$ cat config.mk
export PLATFORM = sky130hd
export DESIGN_NAME = pipe_ctl_regs_flat
export DESIGN_NICKNAME = d
export VERILOG_FILES = /design/src/rtl/pipe_ctl_regs_if.sv /design/src/rtl/pipe_ctl_regs.sv /design/src/flat_wrapper.sv
export SDC_FILE = /design/constraint.sdc
export NUM_CORES = 1
export LEC_CHECK = 0
export CAP_MARGIN = 30
export CORE_UTILIZATION = 38
export CTS_CLUSTER_DIAMETER = 50
export CTS_CLUSTER_SIZE = 20
export DETAILED_ROUTE_END_ITERATION = 10
export GPL_TIMING_DRIVEN = 0
export PLACE_DENSITY = 0.76
export SYNTH_ARGS = -nofsm -noshare
export SYNTH_HDL_FRONTEND = slang
export SYNTH_SLANG_ARGS = --single-unit
$ cat constraint.sdc
create_clock -name clk -period 1.7 [get_ports clk]
set_input_delay 0.425 -clock clk [delete_from_list [all_inputs] [get_ports clk]]
set_output_delay 0.425 -clock clk [all_outputs]
set_load 0.02 [all_outputs]
$ cat src/rtl/pipe_ctl_regs_if.sv
// pipe_ctl_regs_if: input, control and per-stage output bundle for pipe_ctl_regs
// The perf counter signals exist only when PIPE_PERF_CNT_EN is defined.
interface pipe_ctl_regs_if #(
    parameter int W = 64,
    parameter int STAGES = 4
`ifdef PIPE_PERF_CNT_EN
    , parameter int CNT_W = 32
`endif
);
    logic                  in_valid;
    logic [W-1:0]          in_data;
    logic                  in_ready;
    logic [STAGES-1:0]     stall_req;
    logic [STAGES-1:0]     flush_req;
    logic [STAGES-1:0]     stage_valid;
    logic [STAGES*W-1:0]   stage_data;
    logic                  out_valid;
    logic [W-1:0]          out_data;
`ifdef PIPE_PERF_CNT_EN
    logic [CNT_W-1:0]      perf_retired;
    logic [CNT_W-1:0]      perf_bubbles;
    logic [CNT_W-1:0]      perf_stalls;
`endif
    modport master (
        output in_valid, in_data, stall_req, flush_req,
        input  in_ready, stage_valid, stage_data, out_valid, out_data
`ifdef PIPE_PERF_CNT_EN
        , input perf_retired, perf_bubbles, perf_stalls
`endif
    );
    modport slave (
        input  in_valid, in_data, stall_req, flush_req,
        output in_ready, stage_valid, stage_data, out_valid, out_data
`ifdef PIPE_PERF_CNT_EN
        , output perf_retired, perf_bubbles, perf_stalls
`endif
    );
endinterface

$ cat src/rtl/pipe_ctl_regs.sv
// pipe_ctl_regs: STAGES-deep pipeline register chain with per-stage valid, stall and flush
// Defining PIPE_PERF_CNT_EN adds saturating retired/bubble/stall counters.
module pipe_ctl_regs #(
    parameter int W = 64,
    parameter int STAGES = 4
`ifdef PIPE_PERF_CNT_EN
    , parameter int CNT_W = 32
`endif
) (
    input logic            clk,
    input logic            reset,
    pipe_ctl_regs_if.slave bus
);
    logic [STAGES-1:0]        hold, kill, valid_q, valid_d;
    logic [STAGES-1:0][W-1:0] data_q, data_d;
    for (genvar k = 0; k < STAGES; k++) begin : g_stage
        assign hold[k] = |bus.stall_req[STAGES-1:k];
        assign kill[k] = |bus.flush_req[STAGES-1:k];
        if (k == 0) begin : g_head
            // Incoming data is younger than stage 0, so any flush kills it (kill[0] == |flush_req).
            assign valid_d[k] = hold[k] ? valid_q[k] & ~kill[k] : bus.in_valid & ~kill[k];
            assign data_d[k]  = hold[k] ? data_q[k] : bus.in_data;
        end else begin : g_body
            assign valid_d[k] = hold[k] ? valid_q[k] & ~kill[k] : ~hold[k-1] & valid_q[k-1] & ~kill[k-1];
            assign data_d[k]  = hold[k] ? data_q[k] : data_q[k-1];
        end
    end
    always_ff @(posedge clk) begin
        if (reset) begin
            valid_q <= '0;
            data_q  <= '0;
        end else begin
            valid_q <= valid_d;
            data_q  <= data_d;
        end
    end
    assign bus.in_ready    = ~hold[0];
    assign bus.stage_valid = valid_q;
    assign bus.stage_data  = data_q;
    assign bus.out_valid   = valid_q[STAGES-1];
    assign bus.out_data    = data_q[STAGES-1];
`ifdef PIPE_PERF_CNT_EN
    logic [CNT_W-1:0] ret_q, ret_d, bub_q, bub_d, stl_q, stl_d;
    // Each counter sticks at all-ones instead of wrapping.
    assign ret_d = ret_q + CNT_W'(valid_q[STAGES-1] & ~bus.stall_req[STAGES-1] & ~&ret_q);
    assign bub_d = bub_q + CNT_W'(~valid_q[STAGES-1] & ~&bub_q);
    assign stl_d = stl_q + CNT_W'(hold[0] & ~&stl_q);
    always_ff @(posedge clk) begin
        if (reset) begin
            ret_q <= '0;
            bub_q <= '0;
            stl_q <= '0;
        end else begin
            ret_q <= ret_d;
            bub_q <= bub_d;
            stl_q <= stl_d;
        end
    end
    assign bus.perf_retired = ret_q;
    assign bus.perf_bubbles = bub_q;
    assign bus.perf_stalls  = stl_q;
`endif
endmodule

$ cat src/flat_wrapper.sv
// flat-port wrapper written by rule: the top's interface ports become plain ports
module pipe_ctl_regs_flat 
#(
    parameter int W = 64,
    parameter int STAGES = 4

)
  (clk, reset, bus_in_valid, bus_in_data, bus_stall_req, bus_flush_req, bus_in_ready, bus_stage_valid, bus_stage_data, bus_out_valid, bus_out_data);
  pipe_ctl_regs_if #(.W(W), .STAGES(STAGES)) bus_i ();
  input logic clk;
  input logic reset;
  input wire logic [$bits(bus_i.in_valid)-1:0] bus_in_valid;
  input wire logic [$bits(bus_i.in_data)-1:0] bus_in_data;
  input wire logic [$bits(bus_i.stall_req)-1:0] bus_stall_req;
  input wire logic [$bits(bus_i.flush_req)-1:0] bus_flush_req;
  output wire logic [$bits(bus_i.in_ready)-1:0] bus_in_ready;
  output wire logic [$bits(bus_i.stage_valid)-1:0] bus_stage_valid;
  output wire logic [$bits(bus_i.stage_data)-1:0] bus_stage_data;
  output wire logic [$bits(bus_i.out_valid)-1:0] bus_out_valid;
  output wire logic [$bits(bus_i.out_data)-1:0] bus_out_data;
  assign bus_i.in_valid = bus_in_valid;
  assign bus_i.in_data = bus_in_data;
  assign bus_i.stall_req = bus_stall_req;
  assign bus_i.flush_req = bus_flush_req;
  assign bus_in_ready = bus_i.in_ready;
  assign bus_stage_valid = bus_i.stage_valid;
  assign bus_stage_data = bus_i.stage_data;
  assign bus_out_valid = bus_i.out_valid;
  assign bus_out_data = bus_i.out_data;
  pipe_ctl_regs #(.W(W), .STAGES(STAGES)) u_core (.clk(clk), .reset(reset), .bus(bus_i));
endmodule
==> out/qor.yml <==
timing:
  rsz0062_at_grt: "true"
  drv_slew: 0
  hold_violations: 0
  worst_pin_slew_ns: 0.822
  skew_ns: 0.0117
  slew_headroom_pct: 45.2
  tns_ns: -0.0134
  worst_slack_ns: -0.0134
  fmax_mhz: 584
  period_share_pct: 101
  period_needed_ns: 1.71
  setup_violations: 1
setup_path:
  path_class: "primary input to output pin"
  timing.rr.start: "u_core.bus.stage_valid[1]$_SDFF_PP0_"
  critPathMaxFanout: 3
  crit_chain: "buf_8, or4_4, inv_4, buf_6"
  path_buf_inv: 3
  crit_slowest_cell: "or4_4"
  crit_path_end_kind: "output pin"
  arrival_ns: 1.29
  required_ns: 1.27
  crit_family: "simple AND/OR/NAND/NOR gates"
  cp.depth: 4
  worstReg2RegEnd: "u_core.bus.stage_valid[2]$_SDFF_PP0_"
  r2r_slack_ns: 0.95
  cp-start-kind: "primary input"
  setup.worst_path.start: "bus_stall_req[0]"
  rr_worst_depth: 2
  slowest_delay_ns: 0.55
logic_synthesis:
  synth-seq-cells: 260
  synthDistinctLibCells: 20
  syn_area_per_cell_um2: 8.38
  yosys_warnings: 0
  postSynthCellCount: 1128
  syn_area_mm2: 0.00946
  syn_nets: 1203
  yosysSeqAreaShare_pct: 55.0
layout:
  antennaDiodeCount: 0
  drive_above_1_share_pct: 27.1
  areaGrowthSynthToFinish_pct: 51.1
  stdcell_count: 1906
  utilization_pct: 58.6
  final_common_cell: "nand2_1"
  final_cell_area_mm2: 0.0143
  mostFrequentLayoutCells: "nand2_1 (385), dfxtp_1 (203), a21oi_1 (194), clkbuf_2 (106), clkdlybuf4s15_1 (77)"
  nNetsFinal: 1633
place:
  dp_cells: 1850
  dpl_cell_area_mm2: 0.0139
  hpwl_um: 24400
  port_buffers: 398
  place_congestion: 0.871
route:
  drt-total-wl_um: 32600
  drtIter0Drc: 574
  wl_per_cell_um: 17.1
  viasPerCell: 4.80
  vias: 9144
  drtPass1Iterations: 5
  drc: 0
  ant_nets: 0
grt:
  antenna_found_initial: 0
  grt_max_degree: 21
  overflow: 0
  grt.total_usage_pct: 25.0
  grt_pass1_vias: 8820
  grt_pass1_wl_um: 50200
clock_network:
  cts_tree: "built"
  cts_sinks: 260
  insertion_delay_ns: 0.54
  root_buffer: "clkbuf_16"
  path_clk_slew_ns: 0.08
  numCtsBuffers: 30
  cts_htree_levels: 1
  clockBufferDepth: 3
worst_hold_path:
  holdPathStages: 4
  min_to: "u_core.bus.stage_valid[1]$_SDFF_PP0_"
  hold_start: "bus_stall_req[0]"
  holdCritPathClass: "primary input to flop"
floorplanning:
  start_util_pct: 38.8
  core_area_mm2: 0.0244
  row_count: 57
  io_pins: 401
  die_w_um: 160
  dieArea_mm2: 0.0255
  die_y_um: 160
power:
  p_leak_nw: 6.01
  ir_drop_uv: 732
  power_mw: 13.6
  power.density_mw_per_mm2: 955
flow_run:
  maxCapViolations: 0
outcome:
  status: "finished with violations"
  failed_checks: "setup timing"
==> where the power goes <==
part | internal (mW) | switching, mW | total, mW
Sequential | 6.12 | 0.0327 | 6.15
Combinational | 0.289 | 0.440 | 0.729
Clock | 3.67 | 3.09 | 6.77
Total | 10.1 | 3.56 | 13.6
==> registers in the layout (all words and copies together) (netlist names) <==
name / cells
u_core.bus.out_data: 64
u_core.bus.stage_data: 192
u_core.bus.stage_valid: 4
==> through the flow <==
stage	hold slack, ns	setup WS, ns
3_3_place_gp	0.450	-1.06
4_1_cts	0.169	-0.114
3_5_place_dp	0.459	-1.07
5_1_grt	0.141	-0.0234
2_1_floorplan	0.504	0.0809
6_report	0.147	-0.0134
==> worst reg2reg max path, stage by stage (launching register included) <==
cell and delay, ns:
dfxtp_2 0.38, nand4b_1 0.13, a21oi_1 0.16
==> logic make-up (layout without fill, tap and decap cells) <==
| logic type | after synthesis | in the layout | synth area share [%] |
|---|---|---|---|
| and+or+nand+nor | 462 | 462 | 18.7 |
| DFF | 260 | 260 | 55.0 |
| AOI/OAI and AO/OA | 195 | 195 | 10.4 |
| buffers and inverters | 146 | 600 | 9.05 |
| muxes | 65 | 65 | 6.88 |
==> area by class of cell <==
cell class,count,area [um2]
fillers,2274,10100
clock inverters,24,302
well taps,324,405
flip-flops and latches,260,5290
repair buffers,401,3260
multi-input cells,722,3400
plain buffers,141,846
clock buffers,32,790
inverters,2,10.0
==> metal layers <==
| metal | track usage (%) | routed length [um] |
|---|---|---|
| met1 | 29.9 | 13200 |
| met2 | 43.2 | 15900 |
| met3 | 5.35 | 2270 |
| met4 | 10.4 | 1230 |
| met5 | 0 | 0 |
==> timing repair <==
| item | in CTS | in global routing |
|---|---|---|
| gates resized for setup | 776 | 197 |
| hold buffers | 0 | 0 |
| endpoints found under the hold margin | 0 | 0 |
| setup buffers | 2 | 1 |
| endpoints found under the setup margin | 495 | 184 |
| pin swaps | 1 | 1 |
==> how the worst max path moves through the flow <==
stage                   endpoint  slack, ns
floorplan           bus_in_ready       0.08
global placement    bus_in_ready      -1.06
detailed placement  bus_in_ready      -1.07
CTS                 bus_in_ready      -0.11
global route        bus_in_ready      -0.02
finish              bus_in_ready      -0.01
==> synth_stat cells (all sizes together) <==
library cell / n / area [um2]
dfxtp: 260 / 5200
or2: 1 / 6.26
nand2: 385 / 1450
or3: 1 / 6.26
inv: 2 / 7.50
a21oi: 194 / 971
a32oi: 1 / 8.76
nand3: 1 / 5.00
nor3: 4 / 20.0
nor2: 66 / 248
mux2i: 65 / 651
nand4b: 2 / 17.5
nand2b: 1 / 6.26
or4: 1 / 11.3
buf: 99 / 679
clkbuf: 45 / 169
No activity file was read; power rests on OpenSTA's default activity.
